--- src/rtl/tt_um_group1_arbiter.sv ---
// Eight-requester arbiter with fixed-priority or round-robin selection, a per-grant
// hold timeout and a sticky timeout flag.
//
// Ports:
//   clk      - system clock, all state updates on the rising edge
//   rst_n    - synchronous active-low reset
//   ena      - design-powered indicator (ignored)
//   ui_in    - request vector, bit i = requester i wants the resource
//   uo_out   - one-hot grant vector (zero while idle)
//   uio_in   - [0] done (release pulse), [1] mode (0 fixed, 1 round-robin)
//   uio_out  - [7] sticky timeout flag, [6:4] granted index, [3:0] zero
//   uio_oe   - constant 8'hF0
module tt_um_group1_arbiter #(
  parameter int unsigned TIMEOUT_CYCLES = 64
) (
  input  logic       clk,
  input  logic       rst_n,
  input  logic       ena,
  input  logic [7:0] ui_in,
  output logic [7:0] uo_out,
  input  logic [7:0] uio_in,
  output logic [7:0] uio_out,
  output logic [7:0] uio_oe
);

  localparam int unsigned CW = (TIMEOUT_CYCLES > 2) ? $clog2(TIMEOUT_CYCLES) : 1;
  localparam logic [CW-1:0] CntLast = CW'(TIMEOUT_CYCLES - 1);

  localparam logic [0:0] IDLE  = 1'b0;
  localparam logic [0:0] GRANT = 1'b1;

  logic [0:0]    state_q, state_d;
  logic [2:0]    idx_q, idx_d;
  logic [2:0]    last_q, last_d;
  logic [CW-1:0] cnt_q, cnt_d;
  logic          flag_q, flag_d;

  logic       done;
  logic       mode;
  logic [2:0] winner;
  logic       found;
  logic [2:0] cand;
  logic       unused_ok;

  assign done = uio_in[0];
  assign mode = uio_in[1];
  assign unused_ok = ^{ena, uio_in[7:2]};

  // Winner selection: round-robin scans upward from last+1 with wrap, fixed mode
  // lets the highest set bit overwrite lower ones.
  always_comb begin
    winner = 3'd0;
    found  = 1'b0;
    cand   = 3'd0;
    if (mode) begin
      for (int i = 0; i < 8; i++) begin
        cand = last_q + 3'd1 + 3'(i);
        if (!found && ui_in[cand]) begin
          winner = cand;
          found  = 1'b1;
        end
      end
    end else begin
      for (int i = 0; i < 8; i++) begin
        if (ui_in[i]) winner = 3'(i);
      end
    end
  end

  always_comb begin
    state_d = state_q;
    idx_d   = idx_q;
    last_d  = last_q;
    cnt_d   = cnt_q;
    flag_d  = flag_q;
    if (state_q == IDLE) begin
      if (ui_in != 8'd0) begin
        state_d = GRANT;
        idx_d   = winner;
        cnt_d   = '0;
      end
    end else begin
      if (done || !ui_in[idx_q]) begin
        // Normal release wins over a coinciding expiry, so the flag is untouched.
        state_d = IDLE;
        last_d  = idx_q;
      end else if (cnt_q == CntLast) begin
        state_d = IDLE;
        last_d  = idx_q;
        flag_d  = 1'b1;
      end else begin
        cnt_d = cnt_q + CW'(1);
      end
    end
  end

  always_ff @(posedge clk) begin
    if (!rst_n) begin
      state_q <= IDLE;
      idx_q   <= 3'd0;
      last_q  <= 3'd7;
      cnt_q   <= '0;
      flag_q  <= 1'b0;
    end else begin
      state_q <= state_d;
      idx_q   <= idx_d;
      last_q  <= last_d;
      cnt_q   <= cnt_d;
      flag_q  <= flag_d;
    end
  end

  assign uo_out  = (state_q == GRANT) ? (8'd1 << idx_q) : 8'd0;
  assign uio_out = {flag_q, (state_q == GRANT) ? idx_q : 3'd0, 4'd0};
  assign uio_oe  = 8'hF0;

endmodule

--- config.mk ---
export PLATFORM = sky130hd
export DESIGN_NAME = tt_um_group1_arbiter
export DESIGN_NICKNAME = d
export VERILOG_FILES = /design/src/rtl/tt_um_group1_arbiter.sv
export SDC_FILE = /design/constraint.sdc
export NUM_CORES = 1
export LEC_CHECK = 0
export CAP_MARGIN = 20
export CORE_ASPECT_RATIO = 1.2
export CORE_MARGIN = 1
export CORE_UTILIZATION = 51
export DETAILED_ROUTE_END_ITERATION = 12
export MAX_ROUTING_LAYER = met4
export PLACE_DENSITY = 0.81
export SYNTH_ARGS = -nofsm -noshare
export SYNTH_HDL_FRONTEND = slang
export SYNTH_SLANG_ARGS = --single-unit
--- constraint.sdc ---
create_clock -name clk -period 3.5 [get_ports clk]
set_input_delay 0.35 -clock clk [delete_from_list [all_inputs] [get_ports clk]]
set_output_delay 0.35 -clock clk [all_outputs]
set_load 0.005 [all_outputs]
* Yosys cells after proc, flatten, opt, wreduce, memory -nomap -nowiden
Cells that the tools add are included.
** Storage, ports and cells
- Register bits :: 14
- Latch bits :: 0
- Bits in writable memories :: 0
- ROM bits :: 0
- Input port bits :: 19
- Output and inout bits :: 24
- Word-level logic and storage cells :: 112
- Memories kept :: 0
** Operators by class
- Add/subtract/negate cells :: 9
- $mul :: 0
- Divide/modulo/power cells :: 0
- Magnitude comparators :: 9
- Equality and inequality tests :: 3
- Shift operators :: 1
- Muxes and demuxes :: 60
- Bitwise gates (word level) :: 2
- Reduce and logical (&&, ||, !) cells :: 23
** Operator list (number)
- 2-to-1 mux 3 bit :: 18
- less-than comparator 3 x 4 -> 1 bit, second input constant :: 9
- 2-to-1 mux 1 bit :: 28
- binary-select mux 1 bit (select 3 bit) :: 9
- 2-to-1 mux 6 bit :: 4
- adder 3 bit, second input constant :: 4
- zero test 1 bit :: 8
- 2-to-1 mux 8 bit :: 1
- nonzero test 8 bit :: 1
- left shift 1 x 3 -> 8 bit, first input constant :: 1
- logical AND 1 bit :: 7
- adder 3 x 1 -> 3 bit, second input constant :: 2
- adder 3 x 2 -> 3 bit, second input constant :: 2
- adder 6 x 1 -> 6 bit, second input constant :: 1
- equality test 6 bit, second input constant :: 1
- AND reduction 3 bit :: 2
- != test 2 bit, second input constant :: 2
- AND reduction 2 bit :: 2
- nonzero test 2 bit :: 2
- NOT 1 bit :: 2
- logical OR 1 bit :: 1

* Depth between registers and ports, before layout
- Depth in word-level cells :: 33
- Gate-level depth with buffers :: 14
- Mapped depth without buffers :: 9

* Least setup slack after synthesis
OpenSTA, ideal clock, no wires.
- Kind :: register -> register
- Start point :: reg last_q[0]
- End point :: reg idx_q[0]
- Library setup time :: 0.116 ns
- Data arrival time :: 2.797 ns
- Data required time :: 3.384 ns
- Slack :: 0.586 ns
- Stages on the path, launching flop included :: 15
- Buffers on the path :: 5
- Period minus slack after synthesis :: 2.914 ns
- Cells stage by stage :: dfxtp_1 buf_6 buf_4 inv_1 buf_2 ha_1 buf_4 buf_12 mux2i_1 and2_4 a221o_1 and4_1 a211oi_2 o21bai_1 a41o_1
** Between the ends
- Cells in the longest elaborated chain, start to end :: 33
- Elaborated cells between the ends (all ways) :: 61
- Those cells by class :: add/sub (8); mux (39); reduce/logical (14)
** RTL lines
- start, declared :: line 34 : logic [2:0] last_q, last_d;
- start signal, assigned :: line 107 : last_q <= last_d;
- adder 3 x 1 -> 3 bit * :: line 57 : cand = last_q + 3'd1 + 3'(i);
- parallel branches: the longest is 30 deep, another holds adder 3 x 1 -> 3 bit
- 2-to-1 mux 3 bit * :: line 58 : if (!found && ui_in[cand]) begin
- 2-to-1 mux 3 bit * :: line 55 : if (mode) begin
- end signal, assigned :: line 106 : idx_q <= idx_d;
- end, declared :: line 33 : logic [2:0] idx_q, idx_d;
Every way passes the cells marked *. The select of a mux whose other input is x is not followed.
A chain may end at the register's enable or synchronous reset.

* Worst setup path after layout
- Start point :: reg last_q[0]
- End point :: reg idx_q[2]
The elaborated chain is that of the path after synthesis.

==> results.md <==
* Initial Utilization at 54.7%
* Worst Setup SP: last_q[0]
* Number of port buffers at 23
* Clock Pin Slew Worst Setup and Hold Paths at 60 ps
* H-tree Lvls at 1
* Layout fillers at 320
* Resized Gates After CTS at 0
* Final net count at 265
* Sequential power share at 19.4%
* Crit path time final at 2950 ps
* Via count at 1724
* Initial DRC count at 84
* Min-Delay Path Depth at 1
* Layout cells sized above 1 at 14.9%
* VDD IR max at 0.324 mV
* Switching power at 0.000484 W
* Comb pwr share at 66.0%
* GP Congestion at 0.941
* Antenna fix cells at 0
* Chip width at 57.1 um
* Crit-path most repeated cell: o221ai_1
* First-pass DRT Iterations at 8
* Final Hold Fails at 0
* Ys flop type: dfxtp_1
* Hold Path Class: register to register
* Arrival time at the worst endpoint at 3070 ps
* Pwr per Cell Area at 533 nW/um^2
* Maxcap violations at 0
* Io pins at 43
* Max Fanout on Critical Path at 12
* Post-synth top cells: nor2_1, nand2_1, buf_4
* Via/cell ratio at 6.18
* Post-synth EDFFs at 0
* R2R cell count at 10
* Most frequent cell after synthesis: nor2_1
* Clock network fraction of total power at 14.6%
* Critical Path Max Stage Delay at 600 ps
* Critical path, cell by cell: inv_1 > ha_1 > buf_4 > mux2_2 > o31ai_1 > o21ai_0 > a221oi_1 > o221ai_1 > o221ai_1 > a31oi_1
* CTS tree: yes
* First-pass GRT wire length at 7110 um
* Violated checks: design-rule violations
* Max Buffers Root-to-Sink at 2
* Total global routing overflow at 0
* Crit path depth at 10
* Mapped Area at 1860 sq um
* Vias in the first global route at 1513
* Hold_sp: flag_q
* RR Startpoint: last_q[0]
* Slew @ Worst Pin at 618 ps
* Relative slew slack at 58.2%
* Syn Inst Count at 224
* Worst EP required at 3620 ps
* Slowest stage cell, crit path: ha_1
* Drt drc at 7
* Post-synth cell types at 58
* Total GRT Usage at 24.2%
* TNS Setup at 0 ps
* Synth warnings at 0
* Fin area at 2080 sq um
* Largest net degree at the start of global routing at 17
* Crit share post-route at 84.2%
* Status: finished, violations left
* Xor/xnor cell area share of the yosys netlist at 5.32%
* Chip Height at 68.1 um
* Sw Ratio at 43.6%
* Synth-to-Final Area Change at 12.1%
* Simple-Gate Fraction of Synth Area at 21.5%
* Post-synthesis adder-cell area fraction at 2.02%
* # clock sinks at 14
* Final setup viols at 0
* Share of the synthesized area in the top cell type at 15.1%
* Die area at 3890 sq um
* Syn Area/Cell at 8.29 sq um
* WL per Instance at 15.2 um
* CTS Root Cell: clkbuf_8
* Initial antenna violation count at 0
* Critical Path Source Type: register
* Reg area at 280 sq um
* Area leader, netlist: dfxtp_1
* Crit path kind: register to register
* Clk_skew at 1.39 ps
* Int Pwr at 0.000626 W
* Total setup buffers inserted after CTS at 0
* Post-synthesis sequential area ratio at 15.1%
* Max Transition Viols Final at 0
* Family with the most delay on the worst path: compound AO/OA/AOI/OAI gates
* Post-synthesis compound-gate area fraction at 23.8%
* CP endpoint kind: register
* Detail Route Antenna Nets at 0
* Core ar. at 3400 sq um
* Post-CTS Hold Buffers at 0
* DPL Wire Length at 3260 um
* Post-synthesis mux area share at 20.5%
* F_max at 339 MHz
* Final WL at 4250 um
* Multi-input gate area at 1400 sq um
* TritonCTS Buffers at 3
* RSZ-0062 raised after global routing: false
* Static leakage at 0.807 nW
* FF+latch count, synth at 14
* Worst skew pair latency at 250 ps
* Row count at 23
* Area after DPL at 2030 sq um
* Worst Path Buf+Inv at 2
* Asr flop ratio synth at 0%
* Largest family of logic cells by synthesized area: compound AO/OA/AOI/OAI gates
* Hold_ws at 479 ps
* Largest cells by area after synthesis: dfxtp_1, mux4_2, buf_4
## routing by layer
layer  global-route usage, %  vias up  routed length [um]
met5                       -        -                   0
met4                    10.4        0                 100
met3                    2.46       11                 224
met2                    40.1       57                2050
met1                    30.2      807                1870
li1                        -      849                   -
## final cells by class
type | count | share of cell area [%]
timing repair buffer | 27 | 12.5
clock buffer | 4 | 2.64
sequential | 14 | 13.5
tap | 37 | 2.22
inverter | 10 | 1.80
multi-input combinational | 187 | 67.4
## kinds of logic after synthesis
group                    after synthesis
AO/OA/AOI/OAI                         59
flip-flops                            14
multiplexers                          26
other                                  2
AND/OR/NAND/NOR                       81
adder cells (fa/ha/maj)                3
buffers and inverters                 33
XOR/XNOR                               6
## layout by cell type, fill, tap and decap left out, types with 5 or more instances in the layout
cell type	count
nor2_1	24
clkdlybuf4s50_1	23
nand2_1	20
dfxtp_1	14
conb_1	12
inv_1	9
mux2i_1	9
mux4_2	8
nor3_1	7
a21oi_1	7
nor2b_1	7
o21ai_0	7
nand2b_1	6
mux2_2	6
a31oi_1	5
## power by group through the flow
stage | Clock (W) | Combinational, W | Sequential (W)
4_1_cts | 0.000162 | 0.000727 | 0.000215
3_3_place_gp | 0 | 0.000717 | 0.000218
5_1_grt | 0.000172 | 0.000803 | 0.000219
6_report | 0.000162 | 0.000732 | 0.000216
2_1_floorplan | 0 | 0.000625 | 0.000196
3_5_place_dp | 0 | 0.000724 | 0.000218
## metrics by stage
| stage | setup WS, ps | utilization [%] | cells | power (W) |
|---|---|---|---|---|
| 5_1_grt | 303 | 61.3 | 279 | 0.00119 |
| 3_3_place_gp | 652 | 59.7 | 275 | 0.000935 |
| 3_5_place_dp | 600 | 59.7 | 275 | 0.000942 |
| 6_report | 553 | 61.3 | 279 | 0.00111 |
| 2_1_floorplan | 586 | - | 234 | 0.000821 |
| 4_1_cts | 591 | 61.3 | 279 | 0.00110 |
## path summary, 6_finish.rpt
path	slack [ps]	to
worst max-delay path	550	idx_q[2]
worst min-delay path	480	flag_q
worst max register to register	550	idx_q[2]
worst min register to register	480	flag_q
## sequential cells by signal, indices dropped and copies added (netlist names)
| name | flops |
|---|---|
| flag_q | 1 |
| state_q | 1 |
| last_q | 3 |
| cnt_q | 6 |
| idx_q | 3 |
## worst reg2reg max path: cells and delay by family (launching register included)
| kind | cells | cell delay (ps) |
|---|---|---|
| AO/OA/AOI/OAI | 6 | 1170 |
| adder cells (fa/ha/maj) | 1 | 600 |
| buffers and inverters | 2 | 340 |
| flip-flops | 1 | 330 |
| multiplexers | 1 | 390 |
(Power assumes the default switching activity.)
==> variant: new RTL, same flow settings <==
Put a register stage on the outputs `uo_out` and `uio_out`, cleared by the reset. The values now appear one clock later. The other outputs are not delayed to match.
--- a/src/rtl/tt_um_group1_arbiter.sv
+++ b/src/rtl/tt_um_group1_arbiter.sv
@@ -110,8 +110,15 @@
     end
   end
 
-  assign uo_out  = (state_q == GRANT) ? (8'd1 << idx_q) : 8'd0;
-  assign uio_out = {flag_q, (state_q == GRANT) ? idx_q : 3'd0, 4'd0};
+  always_ff @(posedge clk) begin
+    if (!rst_n) begin
+      uo_out  <= '0;
+      uio_out <= '0;
+    end else begin
+      uo_out  <= (state_q == GRANT) ? (8'd1 << idx_q) : 8'd0;
+      uio_out <= {flag_q, (state_q == GRANT) ? idx_q : 3'd0, 4'd0};
+    end
+  end
   assign uio_oe  = 8'hF0;
 
 endmodule
Behaviour: not the same (Yosys sat finds a counterexample within 4 cycles, from zero or initial values and one cycle with rst_n low).
==> variant against the original RTL <==
Final area up 12%; worst setup slack worse by 170 ps; routed wire length up 6.0%; synthesized area up 13%; power up 16%; first-iteration DRC count up 9.5%; utilization down 2.1 points; sequential cell count up 12; critical endpoint is now idx_q[0]$_SDFFE_PN0P_; largest cell class unchanged; highest routed layer unchanged.
==> variant: results <==
run_status:
  status: "complete, no violations"
finish:
  top_regs: "uo_out x8, cnt_q x6, uio_out x4"
  fillerInstances: 366
  inv_count: 5
  drive_gt1_share_pct: 12.0
  final-clk-cell-share_pct: 2.36
  multi_input_area_share_pct: 59.9
  seq_area_um2: 520
  nMultiInputCombCells: 195
  n_all_buffers: 29
  buf_share_pct: 11.8
pwr:
  powerSeq_mw: 0.364
  peakVddDrop_v: 0.000394
  leakage_nw: 0.886
  p_int_mw: 0.757
  combPwrFrac_pct: 57.0
  pwr-share-seq_pct: 28.4
global_routing:
  grt_pass1_vias: 1681
  grt_max_degree: 21
  met3_usage_pct: 4.63
  grt_pass1_wl_um: 7850
  met1_usage_pct: 31.2
  met2_usage_pct: 36.6
  grt_usage_pct: 23.4
logic_synthesis:
  syn_inst: 249
  synthTopCellsByArea: "dfxtp_1, mux4_2, nand2_1"
place:
  hpwl_um: 3320
  place.gp.congestion: 0.911
  place_inst: 309
sta:
  max_slew.worst_pin.slew_ps: 556
worst_setup_path:
  path_max_fanout: 20
  crit_path_max_incr_delay_ps: 540
floorplan:
  dieArea_um2: 4380
routing:
  via_count: 1831
  drtIter0Drc: 92
  routed_wl_um: 4510
clocking:
  cts_sinks: 26
==> variant: kinds of logic after synthesis <==
logic type,synth area share [%]
adders and majority gates,1.79
buffers and inverters,10.4
xor gates and xnor gates,4.41
DFF,24.8
muxes,17.5
and+or+nand+nor,25.4
AOI/OAI and AO/OA,15.3
other,0.358
==> variant: worst paths after layout <==
path                                             start                    end  slack (ps)
worst max-delay path            last_q[0]$_SDFFE_PN1P_  idx_q[0]$_SDFFE_PN0P_         390
worst min-delay path               flag_q$_SDFFE_PN0P_  uio_out[7]$_SDFF_PN0_         470
worst max register to register  last_q[0]$_SDFFE_PN1P_  idx_q[0]$_SDFFE_PN0P_         390
worst min register to register     flag_q$_SDFFE_PN0P_  uio_out[7]$_SDFF_PN0_         470
==> variant: per-layer routing <==
layer	wire length, um	share of wire [%]
met1	1990	44
met2	2320	51
met3	141	3.1
met4	54	1.2
met5	0	0
